===== src/rtl/vga_fill_engine.sv =====
// rtl/vga_fill_engine.sv - register-programmed rectangle fill engine for a framebuffer
module vga_fill_engine #(
  parameter int FB_XW = 8
) (
  input  logic                 clk,
  input  logic                 resetn,
  input  logic                 valid,
  input  logic [3:0]           addr,
  input  logic [31:0]          wdata,
  input  logic                 wstrb,
  output logic [31:0]          rdata,
  output logic                 fb_we,
  output logic [2*FB_XW-1:0]   fb_addr,
  output logic [7:0]           fb_data,
  output logic                 busy
);

  localparam int CW = 2*FB_XW + 1;
  localparam logic [FB_XW:0] ONE = 1;

  typedef enum logic {IDLE, FILL} state_t;

  state_t             state, state_nxt;
  logic [FB_XW-1:0]   x0, y0;
  logic [FB_XW:0]     w, h;
  logic [7:0]         color;
  logic [FB_XW:0]     col, row;
  logic [CW-1:0]      count;
  logic               done;
  logic [FB_XW-1:0]   cur_x, cur_y;

  logic wr_en, ctrl_wr, start_req, abort_req, last_px, size_zero;

  assign wr_en     = valid & wstrb;
  assign ctrl_wr   = wr_en && (addr == 4'd5);
  // abort has priority over start when both bits are set in one write
  assign start_req = ctrl_wr & wdata[0] & ~wdata[1];
  assign abort_req = ctrl_wr & wdata[1];
  assign size_zero = (w == '0) || (h == '0);
  assign last_px   = (col == w - ONE) && (row == h - ONE);

  // pixel coordinates wrap modulo the framebuffer size, no clipping
  assign cur_x   = x0 + col[FB_XW-1:0];
  assign cur_y   = y0 + row[FB_XW-1:0];
  assign fb_addr = {cur_y, cur_x};
  assign fb_data = color;

  // state register
  always_ff @(posedge clk or negedge resetn) begin
    if (!resetn) state <= IDLE;
    else         state <= state_nxt;
  end

  // next-state and fill outputs
  always_comb begin
    state_nxt = state;
    fb_we     = 1'b0;
    busy      = 1'b0;
    case (state)
      IDLE: begin
        if (start_req && !size_zero) state_nxt = FILL;
      end
      FILL: begin
        fb_we = 1'b1;
        busy  = 1'b1;
        if (abort_req || last_px) state_nxt = IDLE;
      end
      default: state_nxt = IDLE;
    endcase
  end

  // configuration registers; frozen while a fill runs so they double as the latched copy
  always_ff @(posedge clk or negedge resetn) begin
    if (!resetn) begin
      x0    <= '0;
      y0    <= '0;
      w     <= '0;
      h     <= '0;
      color <= '0;
    end else if (wr_en && !busy) begin
      case (addr)
        4'd0: x0    <= wdata[FB_XW-1:0];
        4'd1: y0    <= wdata[FB_XW-1:0];
        4'd2: w     <= wdata[FB_XW:0];
        4'd3: h     <= wdata[FB_XW:0];
        4'd4: color <= wdata[7:0];
        default: ;
      endcase
    end
  end

  // row-major walk offsets, parked at zero whenever no fill continues
  always_ff @(posedge clk or negedge resetn) begin
    if (!resetn) begin
      col <= '0;
      row <= '0;
    end else if (state == FILL && state_nxt == FILL) begin
      if (col == w - ONE) begin
        col <= '0;
        row <= row + ONE;
      end else begin
        col <= col + ONE;
      end
    end else begin
      col <= '0;
      row <= '0;
    end
  end

  // pixel counter and completion flag
  always_ff @(posedge clk or negedge resetn) begin
    if (!resetn) begin
      count <= '0;
      done  <= 1'b0;
    end else if (start_req && state == IDLE) begin
      count <= '0;
      done  <= size_zero;
    end else if (fb_we) begin
      count <= count + 1'b1;
      if (last_px && !abort_req) done <= 1'b1;
    end
  end

  // registered read mux, updated every cycle from addr
  always_ff @(posedge clk or negedge resetn) begin
    if (!resetn) begin
      rdata <= '0;
    end else begin
      case (addr)
        4'd0:    rdata <= 32'(x0);
        4'd1:    rdata <= 32'(y0);
        4'd2:    rdata <= 32'(w);
        4'd3:    rdata <= 32'(h);
        4'd4:    rdata <= 32'(color);
        4'd5:    rdata <= {30'd0, done, busy};
        4'd6:    rdata <= 32'(count);
        default: rdata <= '0;
      endcase
    end
  end

endmodule


===== config.mk =====
export PLATFORM = sky130hd
export DESIGN_NAME = vga_fill_engine
export DESIGN_NICKNAME = d
export VERILOG_FILES = /design/src/rtl/vga_fill_engine.sv
export SDC_FILE = /design/constraint.sdc
export NUM_CORES = 1
export LEC_CHECK = 0
export BUFFER_PORTS_ARGS = -buffer_cell sky130_fd_sc_hd__buf_2
export CORE_ASPECT_RATIO = 1.2
export CORE_UTILIZATION = 50
export DETAILED_ROUTE_END_ITERATION = 10
export PLACE_DENSITY_LB_ADDON = 0.1
export SETUP_SLACK_MARGIN = 0.1
export SLEW_MARGIN = 10
export SYNTH_ARGS = -nofsm -noshare
export SYNTH_HDL_FRONTEND = slang
export SYNTH_SLANG_ARGS = --single-unit
export TNS_END_PERCENT = 1

===== constraint.sdc =====
create_clock -name clk -period 7.5 [get_ports clk]
set_input_delay 1.5 -clock clk [delete_from_list [all_inputs] [get_ports clk]]
set_output_delay 1.5 -clock clk [all_outputs]
set_load 0.005 [all_outputs]

[Word-level counts from Yosys, hierarchy flattened]
Index checks and enable logic that the tools add are counted.
Storage, ports and cells
  bits in latches: 0
  flip-flop bits (word level): 96
  RAM bits: 0
  memory bits (read-only): 0
  memories kept: 0
  input bits: 40
Cells by class
  $lt $le $gt $ge: 0
  multipliers: 0
  shifts and indexed selects: 0
  add/sub/neg operators: 7
  reductions and logical operators: 23
  bitwise operators: 6
  multiplexer cells: 14
  div/mod/pow operators: 0
  equality and inequality tests: 9
Operators with widths (number)
  $pmux W17 S7: 1
  $mux W9: 4
  $mux W17: 2
  $add A9 B1 Y9 const B: 2
  $eq A9 B9 Y1: 2
  $logic_not A9 Y1: 2
  $sub A9 B1 Y9 const B: 2
  $add A17 B1 Y17 const B: 1
  $add A8 B8 Y8: 2
  $eq A4 B3 Y1 const B: 3
  $reduce_and A2 Y1: 6
  $eq A4 B2 Y1 const B: 2
  $logic_and A1 B1 Y1: 7
  $mux W1: 6
  $and A1 B1 Y1: 4
  $eq A4 B1 Y1 const B: 1
  $logic_not A4 Y1: 1
  $reduce_bool A2 Y1: 2
  $logic_not A1 Y1: 3
  $logic_or A1 B1 Y1: 2
  $ne A2 B2 Y1 const B: 1
  $not A1 Y1: 2
  $pmux W1 S2: 1

[Longest topological paths before layout]
Gate-level depths: netlist of run 1.
  word-level depth: 9
  mapped depth: 11
  depth with buffers taken out: 9

[Worst setup path after synthesis of run 1]
OpenSTA, ideal clock, no wires.
  path kind: input to register
  start point: input port addr[0]
  end point: register done
  library setup time: 0.119 ns
  arrival: 3.181 ns
  path slack: 4.200 ns
  cell stages on the path: 7
  path through: clkbuf_1 -> nor2b_1 -> nand2_1 -> nor4_1 -> nand3_1 -> o21ai_0 -> a21bo_2
On the way
  word-level cells in the longest chain between the ends: 7
  elaborated cells between the ends (all ways): 12
  classes of those cells: eq/ne: 1; mux: 1; bitwise: 3; reduce/logical: 7
Ends and longest elaborated chain
  from (decl): line 8  | input logic [3:0] addr,
  $eq A4 B3 Y1 *: line 35  | assign ctrl_wr = wr_en && (addr == 4'd5);
  $logic_and A1 B1 Y1 *: line 35
  $and A1 B1 Y1, on equally long branches: line 37, 38
  $and A1 B1 Y1 or $logic_not A1 Y1 (tied branches): line 37, 120
  $logic_and A1 B1 Y1, on equally long branches: line 115, 120
  $reduce_bool A2 Y1 (no source line)
  $reduce_and A2 Y1 (no source line)
  to (signal assigned): line 117  | done <= size_zero;
  to (decl): line 29  | logic done;
Every way passes the cells marked *; elsewhere a longest branch is shown, timed or not.
A chain may end at the register's enable or synchronous reset.

[Worst setup path in the final report of run 1]
  start point: register col[1]
  end point: output port fb_addr[7]
On the way
  word-level cells in the longest chain between the ends: 1
Ends and longest elaborated chain
  from (decl): line 27  | logic [FB_XW:0] col, row;
  from (signal assigned): line 102  | col <= col + ONE;
  $add A8 B8 Y8: line 43  | assign cur_x = x0 + col[FB_XW-1:0];
  to (decl): line 13  | output logic [2*FB_XW-1:0] fb_addr,
No other way between the ends.

==> metrics.md, run 1 <==
| Metric | Value |
|---|---|
| Main synth FF type | dfrtp_1 |
| Highest routed layer | met4 |
| Peak Freq | 252 MHz |
| Post-synth top area cell | dfrtp_1 |
| Routed vias | 4218 |
| Final setup viols | 0 |
| Fillers | 939 |
| Ant diodes | 0 |
| Status | finished, violations left |
| Leading cell type in the layout, fill and taps excluded | dfrtp_1 |
| EDFF count, synth | 0 |
| Final Skew | 0.00765 ns |
| Port Buffers | 59 |
| Multi-input combinational cell area | 2930 um^2 |
| Power per cell area | 256 nW/um^2 |
| Initial antenna violation count | 0 |
| Min-delay src | count[16]$_DFFE_PN0P_ |
| Largest net degree at the start of global routing | 57 |
| Tot GR Track Use | 0.245 |
| Wire length on met2 | 6720 um |
| Pre-Repair DR Iteration Count | 8 |
| Die area | 11600 um^2 |
| Vias/cell | 5.82 |
| Final ANT Viol Nets | 0 |
| Slew @ Worst Pin | 0.884 ns |
| HPWL after DPL | 10100 um |
| I/O pin cnt | 98 |
| Commonest non-fill, non-tap cells in the layout | 96 x dfrtp_1, 58 x buf_2, 41 x nand2_1 |
| Drt wl/cell | 18.4 um |
| DIE WIDTH | 98.4 um |
| Avg Synthesized Cell Area | 10.3 um^2 |
| Worst Path Max Fanout | 7 |
| H-tree levels | 3 |
| Rel. slew slack | 0.406 |
| Global placement routability congestion | 0.863 |
| Setup Total Neg Slack | 0 ns |
| CP Capture Type | output pin |
| Post_cts resized | 0 |
| WL met1 | 5780 um |
| Startpoint types | register |
| Die Span Y | 118 um |
| Setup repair after global routing missed its margin | false |
| Total grt overflow | 0 |
| CTS root buf | clkbuf_16 |
| Area growth from synthesis to layout | 11.6% |
| Hold slack | 0.487 ns |
| Clock sinks | 96 |
| FF-to-FF Start | h[0]$_DFFE_PN0P_ |
| Met3 WL post-DR | 456 um |
| Final Hold Fails | 0 |
| First-pass GRT wire length | 21700 um |
| Post-CTS Setup Inserts | 0 |
| Worst path arrival time | 2.46 ns |
| Syn Std Cell Area | 5570 um^2 |
| Share of layout cells above drive strength 1 | 0.225 |
| R2R Setup Slk | 4.38 ns |
| CTS Buf Count | 9 |
| Final min period | 3.96 ns |
| Clk buf depth | 2 |
| DRC | 6 |
| DP Worst Slack | 3.91 ns |
| Worst VDD drop | 0.000146 V |
| Synthesized flop and latch total | 96 |
| Failing checks | design-rule violations |
| Lkg Pwr | 3.01 nW |
| Nets@finish | 653 |
| Post-layout util | 0.583 |
| Clock latency on the worst-skew pair | 0.34 ns |
| Required time of the critical path | 6.00 ns |
| Register area share after synthesis | 0.431 |
| Critical path class | register to output pin |
| Initial DRC count | 254 |
| Async set-reset flop share out of synthesis | 1.00 |
| Final wirelength | 13400 um |
| Hold_buf cts | 0 |
| CTS tree | built |
| Reg clk slew, reported paths | 0.07 ns |
| Worst setup margin | 3.54 ns |
| Number of distinct library cells after synthesis | 62 |
| Final Cycle Share | 0.528 |
| Critical path startpoint | col[1]$_DFF_PN0_ |
| Core Area | 10700 um^2 |
| Vias in the first global route | 4197 |
| YS warnings | 0 |
| Ranking of synthesized cells by area | dfrtp_1 43%, mux2_2 7.7%, ha_1 4.5% |
| FF/Latch Area | 2400 um^2 |
| Max-Cap Viols | 0 |
| Synth Instances | 542 |
| Top cell type's share of synthesized area | 0.431 |
| Starting Density | 0.522 |
| Slew Limit Fails | 0 |
| HP Class | register to register |
| # rows | 41 |
==> Yosys cell counts, types with 8 or more instances <==
cell and n:
and2_1 11, buf_4 16, clkbuf_1 18, dfrtp_1 96, ha_1 20, inv_1 20
mux2_2 38, mux2i_1 10, nand2_1 41, nand3_1 23, nand4_1 13, nor2_1 27
nor3_1 19, o211ai_1 10, o21ai_0 20, or3_1 8, xnor2_1 19, xor2_1 26
==> worst max-delay path, stage by stage, from the launching register on <==
cell     delay [ns]
dfrtp_1        0.47
ha_1           0.31
a21o_1         0.17
a21oi_1        0.22
nor2b_1        0.07
o21a_1         0.19
o41ai_1        0.37
xnor2_1        0.18
buf_2          0.14
==> report_power, final <==
group / total, mW / internal (mW) / switching, mW
Clock: 0.498 / 0.302 / 0.196
Combinational: 0.359 / 0.174 / 0.185
Sequential: 0.736 / 0.614 / 0.121
Total: 1.59 / 1.09 / 0.503
==> path summary, 6_finish.rpt <==
check / end / cells past startpoint
worst max register to register: row[1]$_DFFE_PN0P_ / 8
worst min-delay path: count[16]$_DFFE_PN0P_ / 1
worst max-delay path: fb_addr[7] / 8
max in group asynchronous: row[1]$_DFFE_PN0P_ / 2
min in group asynchronous: rdata[10]$_DFF_PN0_ / 1
worst min register to register: count[16]$_DFFE_PN0P_ / 1
==> metrics by stage <==
stage	cell area, um^2	total power [mW]	cells
CTS	6220	1.60	725
floorplan	5620	0.971	556
global placement	5900	1.09	709
finish	6220	1.59	725
detailed placement	5900	1.11	709
global route	6220	1.68	725
==> area by class of cell <==
class                           instances  share of cell area
Multi-Input combinational cell        401               0.471
Sequential cell                        96               0.386
Timing Repair Buffer                   63              0.0527
Clock buffer                           11              0.0390
Tap cell                              129              0.0260
Clock inverter                          5              0.0127
Inverter                               20              0.0121
==> cell families after synthesis <==
family / after synthesis / share of synthesized area
muxes: 49 / 0.0988
adders and majority gates: 22 / 0.0521
xor gates and xnor gates: 45 / 0.0707
DFF: 96 / 0.431
buffers and inverters: 59 / 0.0534
other: 1 / 0.000673
AOI/OAI and AO/OA: 87 / 0.121
and+or+nand+nor: 183 / 0.172
==> per-layer routing <==
layer / global-route usage / vias to the layer above
li1: - / 2025
met1: 0.314 / 2077
met2: 0.412 / 89
met3: 0.0303 / 27
met4: 0.111 / 0
met5: 0 / -
==> registers in the layout (all words and copies together) (netlist names) <==
register	count
col	9
count	17
done	1
fb_data	8
h	9
rdata	17
row	9
state	1
w	9
x0	8
y0	8
Note: power is estimated with default switching activity, not from simulation.
==> run 2: changes to the inputs <==
==> constraint.sdc (replaced) <==
create_clock -name clk -period 3.58 [get_ports clk]
set_input_delay 0.716 -clock clk [delete_from_list [all_inputs] [get_ports clk]]
set_output_delay 0.716 -clock clk [all_outputs]
set_load 0.005 [all_outputs]
==> metrics.md, run 2 (synthesized netlist as in run 1, its figures left out) <==
| Metric | Value |
|---|---|
| Placed cell count | 713 |
| Vias/cell | 5.92 |
| First-pass GRT wire length | 21600 um |
| Share of layout cells above drive strength 1 | 0.230 |
| Worst setup margin | 0.434 ns |
| Status | finished, violations left |
| Biggest regs | count (17), rdata (17) |
| Clock sinks | 96 |
| Power per cell area | 537 nW/um^2 |
| Required time of the critical path | 2.86 ns |
| Starting Density | 0.522 |
| Finished Layout Cells | 729 |
| Final instance area | 6260 um^2 |
| Startpoint types | register |
| Die Span Y | 118 um |
| CTS Buf Count | 9 |
| Met1 Use GR | 0.300 |
| Vias in the first global route | 4240 |
| Grt met3 use | 0.0309 |
| Pre-Repair DR Iteration Count | 11 |
| Final ANT Viol Nets | 0 |
| Global placement routability congestion | 0.843 |
| Port Buffers | 59 |
| # rows | 41 |
| Post_cts resized | 0 |
| DP Area | 5930 um^2 |
| Reg clk slew, reported paths | 0.07 ns |
| CP Capture Type | output pin |
| H-tree levels | 3 |
| Largest net degree at the start of global routing | 65 |
| Final min period | 3.15 ns |
| Final Skew | 0.0115 ns |
| Post-CTS Setup Inserts | 0 |
| Critical path class | register to output pin |
| Slew Limit Fails | 0 |
| Final wirelength | 13400 um |
| Initial DRC count | 224 |
| DRC | 5 |
| Total grt overflow | 0 |
| Clk buf depth | 2 |
| Max-Cap Viols | 0 |
| Ant diodes | 0 |
| Initial antenna violation count | 0 |
| Die area | 11600 um^2 |
| Commonest non-fill, non-tap cells in the layout | 96 x dfrtp_1, 58 x buf_2, 41 x nand2_1 |
| HPWL after DPL | 10100 um |
| DP Worst Slack | 0.508 ns |
| Core Area | 10700 um^2 |
| CTS root buf | clkbuf_16 |
| Clock latency on the worst-skew pair | 0.35 ns |
| Rel. slew slack | 0.332 |
| Final setup viols | 0 |
| Final Hold Fails | 0 |
| Setup Total Neg Slack | 0 ns |
| Met2 Usage GRT | 0.420 |
| Failing checks | design-rule violations |
| Final Cycle Share | 0.879 |
| Leading cell type in the layout, fill and taps excluded | dfrtp_1 |
| Hold_buf cts | 0 |
| Nets@finish | 657 |
| Worst path arrival time | 2.43 ns |
| Tot GR Track Use | 0.242 |
| Worst VDD drop | 0.000331 V |
| Area growth from synthesis to layout | 12.4% |
| Worst Path Max Fanout | 7 |
| Peak Freq | 318 MHz |
| Lkg Pwr | 3.03 nW |
| Drt wl/cell | 18.4 um |
| Slew @ Worst Pin | 0.995 ns |
| DIE WIDTH | 98.4 um |
| Overall power | 3.36 mW |
| CTS tree | built |
| I/O pin cnt | 98 |
| Routed vias | 4313 |
| HP Class | input pin to async pin |
| GR peak layer | met2 |
| Setup repair after global routing missed its margin | false |
run 2: critical path: stages, from the launching register on:
cell     delay [ns]
dfrtp_1        0.47
ha_1           0.31
a21o_1         0.17
a21oi_1        0.23
nor2b_1        0.08
o21a_1         0.19
o41ai_1        0.34
xnor2_1        0.17
buf_2          0.13
run 2: layout make-up:
type	count	area [um^2]
Inverter	20	75.1
Fill cell	963	4410
Tap cell	129	161
Timing Repair Buffer	67	358
Multi-Input combinational cell	401	2930
Sequential cell	96	2400
Clock buffer	12	256
Clock inverter	4	76.3
run 2: path summary, 6_finish.rpt:
path                                        from               endpoint  slack, ns  cells after the start
max in group asynchronous                 resetn   count[5]$_DFFE_PN0P_       2.32                      2
hold / removal                            resetn    rdata[14]$_DFF_PN0_       0.46                      1
min in group clk           count[16]$_DFFE_PN0P_  count[16]$_DFFE_PN0P_       0.49                      1
setup reg to reg                w[0]$_DFFE_PN0P_     row[5]$_DFFE_PN0P_       0.49                      8
hold reg to reg            count[16]$_DFFE_PN0P_  count[16]$_DFFE_PN0P_       0.49                      1
setup / recovery                col[1]$_DFF_PN0_             fb_addr[7]       0.43                      8
run 2: power by group:
part	switching, mW	total, mW	internal [mW]
clock	0.409	1.06	0.652
combinational	0.387	0.755	0.367
sequential	0.259	1.55	1.29
total	1.06	3.36	2.31
run 2: stage by stage:
stage,hold WS (ns),utilization
after CTS,0.492,0.587
after floorplan,0.420,-
final,0.465,0.587
after detailed placement,0.484,0.555
after global routing,0.504,0.587
after global placement,0.454,0.555
run 2: per-layer routing:
layer	up-vias	wire length [um]	share of wire
met5	-	0	0
met4	0	375	0.028
met3	27	402	0.030
met2	101	6870	0.51
met1	2141	5750	0.43
li1	2044	-	-
==> run 3: changes to the inputs <==
--- a/config.mk
+++ b/config.mk
@@ -10,7 +10,6 @@
 export CORE_UTILIZATION = 50
 export DETAILED_ROUTE_END_ITERATION = 10
 export PLACE_DENSITY_LB_ADDON = 0.1
-export SETUP_SLACK_MARGIN = 0.1
 export SLEW_MARGIN = 10
 export SYNTH_ARGS = -nofsm -noshare
 export SYNTH_HDL_FRONTEND = slang
==> constraint.sdc (replaced) <==
create_clock -name clk -period 3.7 [get_ports clk]
set_input_delay 0.74 -clock clk [delete_from_list [all_inputs] [get_ports clk]]
set_output_delay 0.74 -clock clk [all_outputs]
set_load 0.005 [all_outputs]
==> metrics.md, run 3 (synthesized netlist as in run 1, its figures left out) <==
| Metric | Value |
|---|---|
| Commonest non-fill, non-tap cells in the layout | 96 x dfrtp_1, 58 x buf_2, 41 x nand2_1 |
| Initial DRC count | 216 |
| CTS root buf | clkbuf_16 |
| Clk network pwr share | 0.287 |
| Worst VDD drop | 0.000287 V |
| Fillers | 943 |
| Setup repair after global routing missed its margin | false |
| Post-layout util | 0.582 |
| Slew @ Worst Pin | 0.891 ns |
| Final Skew | 0.0101 ns |
| Pre-Repair DR Iteration Count | 10 |
| Port Buffers | 59 |
| Die area | 11600 um^2 |
| Clock latency on the worst-skew pair | 0.34 ns |
| Total grt overflow | 0 |
| Worst Path Max Fanout | 7 |
| Lkg Pwr | 3.00 nW |
| Tot GR Track Use | 0.246 |
| Core Area | 10700 um^2 |
| DIE WIDTH | 98.4 um |
| Critical path class | register to output pin |
| Final Cycle Share | 0.862 |
| Ant diodes | 0 |
| Status | finished, violations left |
| H-tree levels | 3 |
| Rel. slew slack | 0.401 |
| Clk buf depth | 2 |
| Final setup viols | 0 |
| Routed vias | 4243 |
| Worst path arrival time | 2.45 ns |
| CP max stage cell | dfrtp_1 |
| Cell internal pwr | 2.11 mW |
| Setup Total Neg Slack | 0 ns |
| Share of layout cells above drive strength 1 | 0.227 |
| Post-CTS Setup Inserts | 0 |
| I/O pin cnt | 98 |
| Drt wl/cell | 18.6 um |
| # rows | 41 |
| CTS Buf Count | 9 |
| Critical path's largest stage delay | 0.48 ns |
| Reg clk slew, reported paths | 0.06 ns |
| CP Capture Type | output pin |
| HP Class | register to register |
| Initial antenna violation count | 0 |
| Final ANT Viol Nets | 0 |
| Clock sinks | 96 |
| Max-Cap Viols | 0 |
| Nets@finish | 656 |
| Die Span Y | 118 um |
| Switch Pwr | 1.01 mW |
| Post_cts resized | 0 |
| Required time of the critical path | 2.96 ns |
| Final wirelength | 13600 um |
| Peak Freq | 313 MHz |
| Hold_buf cts | 0 |
| Startpoint types | register |
| Failing checks | design-rule violations |
| CTS tree | built |
| DRC | 4 |
| Slew Limit Fails | 0 |
| Share of power burned in combinational logic | 0.234 |
| Power per cell area | 504 nW/um^2 |
| Final min period | 3.19 ns |
| First-pass GRT wire length | 21900 um |
| Largest net degree at the start of global routing | 66 |
| Area growth from synthesis to layout | 11.4% |
| Biggest regs | count (17), rdata (17) |
| Global placement routability congestion | 0.843 |
| CP cell instances | ha_1 > a21o_1 > a21oi_1 > nor2b_1 > o21a_1 > o41ai_1 > xnor2_1 > buf_2 |
| Vias in the first global route | 4251 |
| Vias/cell | 5.83 |
| Sw frac | 0.325 |
| Starting Density | 0.522 |
| Final Hold Fails | 0 |
| Leading cell type in the layout, fill and taps excluded | dfrtp_1 |
| Sequential share of power | 0.479 |
| HPWL after DPL | 10300 um |
==> run 3: cell types whose count changed in the layout (fill, tap and decap cells not counted), sizes merged <==
cell,change
bufinv,-2
buf,-1
clkbuf,+2
==> run 3: critical path, delay by kind of cell, from the launching register on <==
kind	cells	cell delay, ns
XOR/XNOR	1	0.17
buffers and inverters	1	0.13
flip-flops	1	0.48
AND/OR/NAND/NOR	1	0.07
adder cells (fa/ha/maj)	1	0.32
AO/OA/AOI/OAI	4	0.94
==> run 3: metal layers <==
metal | share of wire | global-route usage | vias to the layer above
met3 | 0.041 | 0.0410 | 20
li1 | - | - | 2022
met4 | 0.019 | 0.0802 | 0
met5 | 0 | 0 | -
met2 | 0.52 | 0.433 | 103
met1 | 0.42 | 0.305 | 2098
==> run 3: power groups by stage <==
stage | registers [mW] | clock network (mW) | logic [mW]
after global routing | 1.52 | 0.951 | 0.828
after global placement | 1.50 | 0 | 0.709
after detailed placement | 1.51 | 0 | 0.738
after CTS | 1.49 | 0.916 | 0.741
after floorplan | 1.42 | 0 | 0.547
final | 1.50 | 0.898 | 0.731
==> run 3: final cells by class <==
type,count,area (um^2),share of cell area
Timing Repair Buffer,66,350,0.0565
Inverter,20,75.1,0.0121
Tap cell,129,161,0.0260
Sequential cell,96,2400,0.387
Clock buffer,14,274,0.0442
Multi-Input combinational cell,401,2930,0.472
Clock inverter,2,12.5,0.00202
==> run 3: worst paths after layout <==
path	from	to	slack (ns)	cells after the start
min in group asynchronous	resetn	count[14]$_DFFE_PN0P_	0.49	1
hold / removal	count[16]$_DFFE_PN0P_	count[16]$_DFFE_PN0P_	0.48	1
setup reg to reg	w[0]$_DFFE_PN0P_	row[0]$_DFFE_PN0P_	0.59	8
hold reg to reg	count[16]$_DFFE_PN0P_	count[16]$_DFFE_PN0P_	0.48	1
setup / recovery	col[1]$_DFF_PN0_	fb_addr[7]	0.51	8
max in group asynchronous	resetn	count[6]$_DFFE_PN0P_	2.43	2
==> run 3: through the flow <==
| stage | power [mW] | instances | hold slack (ns) | cell area [um^2] | worst slack, ns |
|---|---|---|---|---|---|
| detailed placement | 2.25 | 712 | 0.483 | 5920 | 0.606 |
| floorplan | 1.97 | 556 | 0.437 | 5620 | 1.12 |
| CTS | 3.15 | 728 | 0.487 | 6210 | 0.487 |
| global route | 3.30 | 728 | 0.496 | 6210 | 0.328 |
| global placement | 2.21 | 712 | 0.455 | 5920 | 0.660 |
| finish | 3.12 | 728 | 0.483 | 6210 | 0.510 |
